--- config.mk ---
export PLATFORM = sky130hd
export DESIGN_NAME = instruction_loader
export DESIGN_NICKNAME = d
export VERILOG_FILES = /design/src/rtl/instruction_loader.sv
export SDC_FILE = /design/constraint.sdc
export NUM_CORES = 1
export LEC_CHECK = 0
export CORE_ASPECT_RATIO = 1.75
export CORE_UTILIZATION = 54
export CTS_CLUSTER_SIZE = 24
export DETAILED_ROUTE_END_ITERATION = 10
export GPL_ROUTABILITY_DRIVEN = 0
export HOLD_SLACK_MARGIN = 0.05
export PLACE_DENSITY = 0.85
export SLEW_MARGIN = 0
export SYNTH_ARGS = -nofsm -noshare
export SYNTH_HDL_FRONTEND = slang
export SYNTH_SLANG_ARGS = --single-unit
--- constraint.sdc ---
create_clock -name Clk -period 6.5 [get_ports Clk]
set_clock_uncertainty 0.2 [all_clocks]
set_input_delay 0.65 -clock Clk [delete_from_list [all_inputs] [get_ports Clk]]
set_output_delay 0.65 -clock Clk [all_outputs]
set_load 0.05 [all_outputs]
--- src/rtl/instruction_loader.sv ---
// instruction_loader
//   Receives a big-endian byte stream, packs it into 32-bit instruction words
//   and writes them to consecutive word addresses of an instruction memory.
//
//   Optional feature macro: LOADER_CHECKSUM_EN. When defined, one extra byte
//   is taken after the last word and compared to the XOR of all data bytes.
//   A mismatch raises Error until the next accepted Start or Reset.
//
//   Ports:
//     Clk, Reset        clock, asynchronous active-high reset
//     Start, WordCount  load request (sampled in IDLE) and word count
//     ByteIn, ByteValid byte stream input
//     ByteReady         loader can take a byte this cycle
//     WrEnable          one-cycle memory write strobe
//     WrAddress/WrData  byte address (word aligned) and data of the write
//     Busy, Done, Error status; Done is a one-cycle completion pulse
//     dbg_state         current FSM state, for debug/checkers
//
//   Handshake: a byte transfers on a rising edge where ByteValid and
//   ByteReady are both 1. ByteReady does not depend on ByteValid, and a
//   producer holds ByteIn stable while ByteValid is high and not yet taken.
module instruction_loader #(
    parameter int MEM_DEPTH = 1024
) (
    input  logic        Clk,
    input  logic        Reset,
    input  logic        Start,
    input  logic [10:0] WordCount,
    input  logic [7:0]  ByteIn,
    input  logic        ByteValid,
    output logic        ByteReady,
    output logic        WrEnable,
    output logic [31:0] WrAddress,
    output logic [31:0] WrData,
    output logic        Busy,
    output logic        Done,
    output logic        Error,
    output logic [2:0]  dbg_state
);

    // Wide enough to hold MEM_DEPTH itself (index reaches count at the end).
    localparam int CW = $clog2(MEM_DEPTH + 1);

    typedef enum logic [2:0] {
        S_IDLE  = 3'd0,
        S_RECV  = 3'd1,
        S_WRITE = 3'd2,
`ifdef LOADER_CHECKSUM_EN
        S_CHECK = 3'd3,
`endif
        S_DONE  = 3'd4
    } state_t;

    state_t        state_q, state_d;
    logic [CW-1:0] count_q, count_d;
    logic [CW-1:0] index_q, index_d;
    logic [1:0]    byte_cnt_q, byte_cnt_d;
    logic [23:0]   word_q, word_d;      // first three bytes of the current word
    logic [31:0]   wr_addr_q, wr_addr_d;
    logic [31:0]   wr_data_q, wr_data_d;
    logic [31:0]   wc_clamped;
    logic          byte_take;

`ifdef LOADER_CHECKSUM_EN
    logic [7:0]    csum_q, csum_d;
    logic          error_q, error_d;
`endif

    assign wc_clamped = ({21'd0, WordCount} > 32'(MEM_DEPTH)) ? 32'(MEM_DEPTH)
                                                              : {21'd0, WordCount};

`ifdef LOADER_CHECKSUM_EN
    assign ByteReady = (state_q == S_RECV) || (state_q == S_CHECK);
    assign Error     = error_q;
`else
    assign ByteReady = (state_q == S_RECV);
    assign Error     = 1'b0;
`endif
    assign byte_take = ByteValid && ByteReady;
    assign WrEnable  = (state_q == S_WRITE);
    assign Busy      = (state_q != S_IDLE);
    assign Done      = (state_q == S_DONE);
    assign WrAddress = wr_addr_q;
    assign WrData    = wr_data_q;
    assign dbg_state = state_q;

    always_comb begin
        state_d    = state_q;
        count_d    = count_q;
        index_d    = index_q;
        byte_cnt_d = byte_cnt_q;
        word_d     = word_q;
        wr_addr_d  = wr_addr_q;
        wr_data_d  = wr_data_q;
`ifdef LOADER_CHECKSUM_EN
        csum_d     = csum_q;
        error_d    = error_q;
`endif
        case (state_q)
            S_IDLE: begin
                if (Start) begin
                    count_d    = CW'(wc_clamped);
                    index_d    = '0;
                    byte_cnt_d = '0;
                    word_d     = '0;
`ifdef LOADER_CHECKSUM_EN
                    csum_d     = '0;
                    error_d    = 1'b0;
`endif
                    state_d    = (wc_clamped == 32'd0) ? S_DONE : S_RECV;
                end
            end
            S_RECV: begin
                if (byte_take) begin
                    byte_cnt_d = byte_cnt_q + 2'd1;
`ifdef LOADER_CHECKSUM_EN
                    csum_d     = csum_q ^ ByteIn;
`endif
                    if (byte_cnt_q == 2'd3) begin
                        // Word data and address update only here, so both
                        // hold steady outside WRITE.
                        wr_data_d = {word_q, ByteIn};
                        wr_addr_d = 32'(index_q) << 2;
                        state_d   = S_WRITE;
                    end else begin
                        word_d = {word_q[15:0], ByteIn};
                    end
                end
            end
            S_WRITE: begin
                index_d = index_q + CW'(1);
                if (index_q + CW'(1) == count_q) begin
`ifdef LOADER_CHECKSUM_EN
                    state_d = S_CHECK;
`else
                    state_d = S_DONE;
`endif
                end else begin
                    state_d = S_RECV;
                end
            end
`ifdef LOADER_CHECKSUM_EN
            S_CHECK: begin
                if (byte_take) begin
                    if (ByteIn != csum_q) begin
                        error_d = 1'b1;
                    end
                    state_d = S_DONE;
                end
            end
`endif
            S_DONE: begin
                state_d = S_IDLE;
            end
            default: begin
                state_d = S_IDLE;
            end
        endcase
    end

    always_ff @(posedge Clk or posedge Reset) begin
        if (Reset) begin
            state_q    <= S_IDLE;
            count_q    <= '0;
            index_q    <= '0;
            byte_cnt_q <= '0;
            word_q     <= '0;
            wr_addr_q  <= '0;
            wr_data_q  <= '0;
`ifdef LOADER_CHECKSUM_EN
            csum_q     <= '0;
            error_q    <= 1'b0;
`endif
        end else begin
            state_q    <= state_d;
            count_q    <= count_d;
            index_q    <= index_d;
            byte_cnt_q <= byte_cnt_d;
            word_q     <= word_d;
            wr_addr_q  <= wr_addr_d;
            wr_data_q  <= wr_data_d;
`ifdef LOADER_CHECKSUM_EN
            csum_q     <= csum_d;
            error_q    <= error_d;
`endif
        end
    end

endmodule

==> results of run 1 <==
==> power by group through the flow <==
stage	clock network (mW)	registers [mW]	logic (mW)
after CTS	0.571	0.938	1.12
after global routing	0.594	0.963	1.18
after global placement	0	0.936	1.09
final	0.560	0.938	1.11
after floorplan	0	1.29	0.417
after detailed placement	0	0.948	1.11
==> stage by stage <==
stage          hold WS (ns)  utilization  area (sq um)
6_report              0.278        0.690          5260
3_3_place_gp          0.260        0.647          4930
3_5_place_dp          0.266        0.647          4930
2_1_floorplan         0.244            -          4340
4_1_cts               0.280        0.690          5260
5_1_grt               0.302        0.690          5260
==> worst max-delay path: stages (launching register included) <==
cell and delay, ns:
dfrtp_1 0.44, nor2_1 0.16, and2_1 0.79, clkdlybuf4s50_1 0.96
==> how the worst min path moves through the flow <==
stage | to | startpoint | slack [ns]
detailed placement | word_q[22] | word_q[22] | 0.27
global route | WrData[6] | WrData[6] | 0.30
global placement | word_q[16] | word_q[16] | 0.26
finish | word_q[22] | word_q[22] | 0.28
CTS | word_q[22] | word_q[22] | 0.28
floorplan | word_q[21] | word_q[21] | 0.24
==> logic make-up after synthesis <==
kind of cell | share of synthesized area
simple gates | 0.129
flops | 0.552
compound gates | 0.0955
buf+inv | 0.0640
mux | 0.116
xor+xnor | 0.0367
fa+ha+maj | 0.00587
other cells | 0.000880
==> cell type report <==
cell class	count	area share
flip-flops and latches	94	0.448
multi-input cells	274	0.326
clock inverters	6	0.0159
repair buffers	74	0.140
well taps	88	0.0209
inverters	5	0.00381
clock buffers	10	0.0455
==> synthesized netlist by cell type, drive strengths merged, types with 5 or more instances <==
library cell	count	area (sq um)
buf	27	190
clkbuf	17	63.8
dfrtp	94	2350
inv	5	18.8
mux2	44	495
nand2	71	267
nand2b	6	37.5
nand3	11	55.1
nor2	8	30.0
o21ai	48	240
o31ai	5	37.5
xnor2	9	78.8
xor2	8	77.6
==> flip-flops by register name (all words and copies together), names as in the netlist <==
register,cells
WrData,32
count_q,11
byte_cnt_q,2
word_q,24
index_q,11
dbg_state,3
WrAddress,11
==> routing by layer <==
metal  share of wire  vias up  track usage
li1                -     1437            -
met1            0.38     1525        0.266
met2            0.54      112        0.399
met3           0.038       30       0.0479
met4           0.048        0        0.147
met5               0        -            0
==> metrics, run 1 <==
status=complete, no violations; H-tree levels=3; most frequent cells in the layout=dfrtp_1, clkdlybuf4s50_1, nand2_1; Tot Pwr=~2.6 mW; Worst R2R End=WrData[30]; Max Cap Viol=0; TritonCTS clock tree=yes; relative slew slack=0.299; drt drc=0; DIE WIDTH=roughly 69 um; Synth Cell Area=4260 sq um; die area=8260 sq um; Clock Path Buffers=2; worst path arrival time=around 2.7 ns; clock transition at the registers of the reported paths=about 0.06 ns; Die H=120 um; Hold Path Cell Cnt=2; CP required=approximately 5.7 ns; antenna cells=0; Psw=1.09 mW; # hold bufs at CTS=0; setup bufs post-CTS=0; Final WS setup=just under 3 ns; Worst-Skew Late Latency=0.34 ns; largest net degree at the start of global routing=49; Final nets=~480; FF+latch count, synth=94; fin crit share=0.545; Worst Tran Pin Value=about 1.1 ns; Achievable Freq=0.282 GHz; Final Hold Fails=0; sequential fraction of the synthesis area=0.552; Non-Filler Instances=551; starting density of the core=0.559; HPWL Detailed=6170 um; Setup TNS Final=0 ns; clock sink total=94; vias in the first global route=around 3200; synth warn=0; Critical Path Start=dbg_state[1]; clock share of power=0.215; GRT Total Usage=0.234; Comb pwr share=0.425; count of different cell masters after synthesis=a little over 40; register area=~2400 sq um; Area Growth Syn to Fin=23.4%; Post-synth EDFFs=0; P_leak=about 2.4 nW; first-pass GRT wire length=roughly 15000 um; worst r2r src=dbg_state[1]; grt total ovfl=0; RSZ-0062 raised after global routing=false; via count=between 3000 and 4000; Peak VDD IR=~0.26 mV; asr flop ratio synth=1.00; Int Pwr=1.52 mW; post-route ant nets=0; Core ar.=approximately 7600 sq um; Ports=95; DRT iter0 DRCs=between 200 and 300; startpoint types=flip-flop; FILL cells=between 500 and 600; root buf cell=clkbuf_16; crit path to=ByteReady; initial antenna violation count=0; minimum clock period=roughly 3.5 ns; router iterations before antenna repair=4; Setup Viol. Count Final=0; Placement Setup Slack=3.32 ns; Crit Path Class=flip-flop to primary output; Buffers on Ports=72; placed cells=approximately 540; # resized after CTS=0; commonest non-fill, non-tap cell in the layout=dfrtp_1; area of the multi-input gates=approximately 1700 sq um; # rows=42; Mapped Cells=396; Reg power frac=0.360; Reg2Reg Setup Slack=about 3.3 ns; Pins Over Slew Limit=0; routed length per instance=approximately 16 um; Setup crit end kind=primary output; DRT Wirelength=approximately 8800 um; Syn Area/Cell=10.8 sq um; pwr dens=between 400 and 500 nW/um^2; number of buffers created by CTS=9; sw frac=0.418; ys flop type=dfrtp_1; vias per inst=between 5 and 6; Max Fanout on Critical Path=29; Min-Delay Path Class=flip-flop to flip-flop; share of layout cells above drive strength 1=0.0821; path depth of the worst reg2reg path=4
(Power assumes the default switching activity.)
==> inputs of run 2 (changes only) <==
CORE_UTILIZATION = 50   (was 54)
PLACE_DENSITY = 0.79   (was 0.85)
clock period = 3.3 ns   (was 6.5 ns; I/O delays follow)
==> run 2 against run 1 <==
- sequential power is 95% higher
- clock power is 91% higher
- via count is 1.5% lower
- sequential share of layout area is 0.37 points lower
- global-route usage is 1.5 points lower
- setup slack worse by 2.6 ns
- register-to-register slack worse by 2.7 ns
- non-clock buffer count is 2 higher
- largest cell class unchanged
==> metrics, run 2 (synthesis gave the netlist of run 1 again) <==
largest net degree at the start of global routing=59 (was 49); via count=3058 (was 3104); drt drc=0 (unchanged); Area Growth Syn to Fin=24.4% (was 23.4%); vias in the first global route=2962 (was 3166); fin crit share=0.884; first-pass GRT wire length=14600 um (was 15100 um); clock transition at the registers of the reported paths=0.06 ns (about the same); DRT iter0 DRCs=227 (was 256); Min-Delay Path Class=primary input to async pin (was flip-flop to flip-flop); Reg2Reg Setup Slack=0.58 ns (was 3.32 ns); Worst-Skew Late Latency=0.33 ns (was 0.34 ns); Tot Pwr=5.13 mW (was 2.60 mW); placed cells=541 (was 535); H-tree levels=3 (unchanged); # rows=44 (was 42); Peak VDD IR=0.480 mV (was 0.264 mV); Worst R2R End=dbg_state[0] (was WrData[30]); setup bufs post-CTS=0 (unchanged); grt total ovfl=0 (unchanged); Worst Tran Pin Value=0.726 ns (was 1.05 ns); crit path to=WrEnable (was ByteReady); vias per inst=5.49 (was 5.63); pwr dens=968 nW/um^2 (was 495 nW/um^2); Pins Over Slew Limit=0 (unchanged); Final Hold Fails=0 (unchanged); GR Util met1=0.236 (was 0.266); minimum clock period=2.92 ns; DRT Wirelength=8990 um (was 8820 um); GRT busiest layer=met2 (unchanged); # hold bufs at CTS=0 (unchanged); Max Cap Viol=0 (unchanged); CP required=2.77 ns (was 5.65 ns); Setup crit end kind=primary output (unchanged); Crit Path Class=flip-flop to primary output (unchanged); met2 GRT Util=0.402 (was 0.399); Buffers on Ports=72 (unchanged); Final nets=485 (was 483); Clock Path Buffers=2 (unchanged); routed length per instance=16.1 um (was 16.0 um); relative slew slack=0.516 (was 0.299); TritonCTS clock tree=yes (unchanged); DIE WIDTH=71.8 um (was 69.1 um); Achievable Freq=around 0.34 GHz; post-route cell area=5300 sq um (was 5260 sq um); Ports=95 (unchanged); commonest non-fill, non-tap cell in the layout=dfrtp_1 (unchanged); worst path arrival time=2.39 ns (was 2.69 ns); Core ar.=8260 sq um (was 7620 sq um); status=complete, no violations (unchanged); initial antenna violation count=0 (unchanged); # resized after CTS=0 (unchanged); Largest register FFs=32 (unchanged); GRT Total Usage=0.219 (was 0.234); die area=8910 sq um (was 8260 sq um); share of layout cells above drive strength 1=0.0839 (was 0.0821); Max Fanout on Critical Path=16 (was 29); Non-Filler Instances=557 (was 551); most frequent cells in the layout=dfrtp_1, clkdlybuf4s50_1, nand2_1 (unchanged); startpoint types=flip-flop (unchanged); worst r2r src=index_q[0] (was dbg_state[1]); Setup TNS Final=0 ns (unchanged); Critical Path Start=dbg_state[0] (was dbg_state[1]); number of buffers created by CTS=9 (unchanged); clock sink total=94 (unchanged); HPWL Detailed=6380 um (was 6170 um); Die H=124 um (was 120 um); root buf cell=clkbuf_16 (unchanged); met3 Track Usage GR=0.0421 (was 0.0479); antenna cells=0 (unchanged); Setup Viol. Count Final=0 (unchanged); post-route ant nets=0 (unchanged); path depth of the worst reg2reg path=7 (was 4); Post-DP Area=4980 sq um (was 4930 sq um); starting density of the core=0.516 (was 0.559); RSZ-0062 raised after global routing=false (unchanged); router iterations before antenna repair=4 (unchanged); P_leak=2.42 nW (was 2.41 nW)
[run 2: cell count changes in the layout (fill, tap and decap cells not counted), sizes merged]
cell      before  now
bufinv         2    1
buf            2    4
inv            5    4
clkbuf        10   14
clkinvlp       0    1
clkinv         4    1
[run 2: layout make-up]
class | instances | area, sq um
fill | 660 | 2960
sequential | 94 | 2350
multi-input combinational | 274 | 1720
timing repair buffer | 76 | 776
clock buffer | 14 | 284
tap | 92 | 115
clock inverter | 2 | 37.5
inverter | 5 | 20.0
[run 2: power by group]
part,total [mW],leakage [nW],internal [mW],switching (mW)
Combinational,2.23,1.02,0.763,1.46
Sequential,1.83,1.24,1.55,0.276
Clock,1.07,0.155,0.670,0.404
Total,5.13,2.42,2.99,2.14
[run 2: worst min path at each step]
stage	cells after the start	slack, ns	from	end
finish	2	0.19	Reset	WrAddress[11]
CTS	2	0.21	Reset	WrAddress[11]
floorplan	2	0.24	word_q[21]	word_q[21]
global placement	2	0.26	word_q[16]	word_q[16]
global route	2	0.26	Reset	WrAddress[11]
detailed placement	2	0.27	word_q[20]	word_q[20]
[run 2: worst max-delay path: stages (launching register included)]
cell	delay, ns
dfrtp_1	0.44
nor2_1	0.16
nand2_1	0.35
inv_2	0.27
clkdlybuf4s50_1	0.83
[run 2: metal layers]
metal / routed length (um) / up-vias / share of wire
met5: 0 / - / 0
met4: 213 / 0 / 0.024
met3: 411 / 17 / 0.046
met2: 5080 / 108 / 0.57
met1: 3280 / 1485 / 0.36
li1: - / 1448 / -
[run 2: per-stage QoR]
| step | util | hold slack, ns | setup WS, ns |
|---|---|---|---|
| floorplan | - | 0.244 | 0.321 |
| global placement | 0.603 | 0.259 | 0.749 |
| detailed placement | 0.603 | 0.266 | 0.627 |
| CTS | 0.642 | 0.209 | 0.412 |
| global route | 0.642 | 0.261 | 0.268 |
| finish | 0.642 | 0.188 | 0.383 |
==> inputs of run 3 (changes only) <==
CTS_BUF_LIST = sky130_fd_sc_hd__clkbuf_16   (was unset)
GPL_TIMING_DRIVEN = 0   (was unset)
==> run 3 against run 2 <==
- register-to-register slack lost 0.24 ns
- final cell count grew 7.4%
- sequential power is essentially flat
- power is essentially flat
- non-clock buffer count grew 41
- die area is the same
- setup slack lost 0.14 ns
- via count grew 8.7%
- critical path type unchanged
==> metrics, run 3 (synthesis gave the netlist of run 1 again) <==
Max Cap Viol=0 (unchanged); minimum clock period=3.06 ns (was 2.92 ns); routed length per instance=16.2 um (was 16.1 um); Setup TNS Final=0 ns (unchanged); Reg power frac=0.357 (about the same); Post-DP Area=5200 sq um (was 4980 sq um); RSZ-0062 raised after global routing=false (unchanged); H-tree levels=3 (unchanged); drt drc=0 (unchanged); Ports=95 (unchanged); Max Fanout on Critical Path=10 (was 16); die area=8910 sq um (unchanged); commonest non-fill, non-tap cell in the layout=dfrtp_1 (unchanged); HPWL Detailed=7180 um (was 6380 um); Worst-Skew Late Latency=0.34 ns (was 0.33 ns); DRT Wirelength=9690 um (was 8990 um); Die H=124 um (unchanged); Core ar.=8260 sq um (unchanged); Final Hold Fails=0 (unchanged); Final nets=526 (was 485); DIE WIDTH=71.8 um (unchanged); antenna cells=0 (unchanged); Min-Delay Path Class=primary input to async pin (unchanged); initial antenna violation count=0 (unchanged); Worst Tran Pin Value=0.740 ns (was 0.726 ns); Critical Path Start=dbg_state[1] (was dbg_state[0]); starting density of the core=0.516 (unchanged); Area Growth Syn to Fin=29.0% (was 24.4%); Comb pwr share=0.446 (was 0.434); Finished Core Util=0.665 (was 0.642); Psw=2.21 mW (was 2.14 mW); Setup Viol. Count Final=0 (unchanged); fin crit share=0.926 (was 0.884); Setup crit end kind=primary output (unchanged); status=complete, no violations (unchanged); DRT iter0 DRCs=145 (was 227); Crit Path Class=flip-flop to primary output (unchanged); Int Pwr=2.92 mW (was 2.99 mW); clock sink total=94 (unchanged); vias in the first global route=3298 (was 2962); largest net degree at the start of global routing=68 (was 59); GRT Total Usage=0.237 (was 0.219); Pins Over Slew Limit=0 (unchanged); most frequent cells in the layout=dfrtp_1, nand2_1, clkdlybuf4s50_1 (was dfrtp_1, clkdlybuf4s50_1, nand2_1); clock share of power=0.197 (was 0.209); P_leak=2.56 nW (was 2.42 nW); Final WS setup=0.243 ns (was 0.383 ns); via count=3323 (was 3058); TritonCTS clock tree=yes (unchanged); share of layout cells above drive strength 1=0.121 (was 0.0839); first-pass GRT wire length=15800 um (was 14600 um); Clock Path Buffers=2 (unchanged); worst r2r src=index_q[1] (was index_q[0]); Achievable Freq=0.327 GHz (was 0.343 GHz); router iterations before antenna repair=5 (was 4); # rows=44 (unchanged); Tot Pwr=5.13 mW (about the same); Buffers on Ports=72 (unchanged); FILL cells=687 (was 660); # hold bufs at CTS=0 (unchanged); number of buffers created by CTS=9 (unchanged); post-route cell area=5500 sq um (was 5300 sq um); pwr dens=933 nW/um^2 (was 968 nW/um^2); post-route ant nets=0 (unchanged); sw frac=0.431 (was 0.418); root buf cell=clkbuf_16 (unchanged); Placement Setup Slack=0.330 ns (was 0.627 ns); startpoint types=flip-flop (unchanged); Peak VDD IR=0.480 mV (about the same); clock transition at the registers of the reported paths=0.06 ns (about the same); vias per inst=5.56 (was 5.49); CP required=2.77 ns (about the same); relative slew slack=0.507 (was 0.516); worst path arrival time=2.53 ns (was 2.39 ns); grt total ovfl=0 (unchanged); Largest register FFs=32 (unchanged)
-- run 3: cell type report --
| class | instances | area (sq um) | share of cell area |
|---|---|---|---|
| tap | 92 | 115 | 0.0209 |
| clock buffer | 9 | 225 | 0.0410 |
| sequential | 94 | 2350 | 0.428 |
| inverter | 5 | 21.3 | 0.00387 |
| clock inverter | 7 | 66.3 | 0.0121 |
| multi-input combinational | 274 | 1710 | 0.312 |
| timing repair buffer | 73 | 747 | 0.136 |
| buffer | 44 | 254 | 0.0462 |
-- run 3: repair_timing --
item | 4_1_cts | 5_1_grt
setup buffers | 0 | 0
setup endpoints to repair | 1 | 0
resized for setup | 1 | 0
-- run 3: metal layers --
metal  track usage  share of wire  wire [um]  up-vias
met5             0              0          0        -
met1         0.242           0.35       3420     1602
met3        0.0372          0.043        412       47
li1              -              -          -     1527
met2         0.438           0.55       5310      147
met4         0.159          0.056        539        0
-- run 3: final timing paths --
kind / slack [ns] / cells past startpoint / to
setup / recovery: 0.24 / 5 / ByteReady
hold / removal: 0.13 / 2 / WrData[1]
setup reg to reg: 0.34 / 8 / dbg_state[0]
hold reg to reg: 0.28 / 1 / WrData[25]
max in group asynchronous: 2.14 / 3 / WrData[29]
min in group Clk: 0.28 / 1 / WrData[25]
-- run 3: worst max-delay path, cell delays in order (launching register included) --
cell	delay (ns)
dfrtp_1	0.48
nor2_1	0.17
and2_1	0.15
clkbuf_1	0.34
clkbuf_1	0.44
dlygate4sd2_1	0.59
-- run 3: metrics by stage --
step / hold slack, ns / cells
2_1_floorplan: 0.244 / 417
3_3_place_gp: 0.262 / 581
3_5_place_dp: 0.274 / 582
4_1_cts: 0.136 / 598
5_1_grt: 0.177 / 598
6_report: 0.126 / 598
-- run 3: power by group through the flow --
stage | registers, mW | clock network (mW) | logic, mW
after floorplan | 2.53 | 0 | 0.821
after global placement | 1.83 | 0 | 2.24
after detailed placement | 1.85 | 0 | 2.29
after CTS | 1.83 | 1.03 | 2.30
after global routing | 1.87 | 1.07 | 2.44
final | 1.83 | 1.01 | 2.29
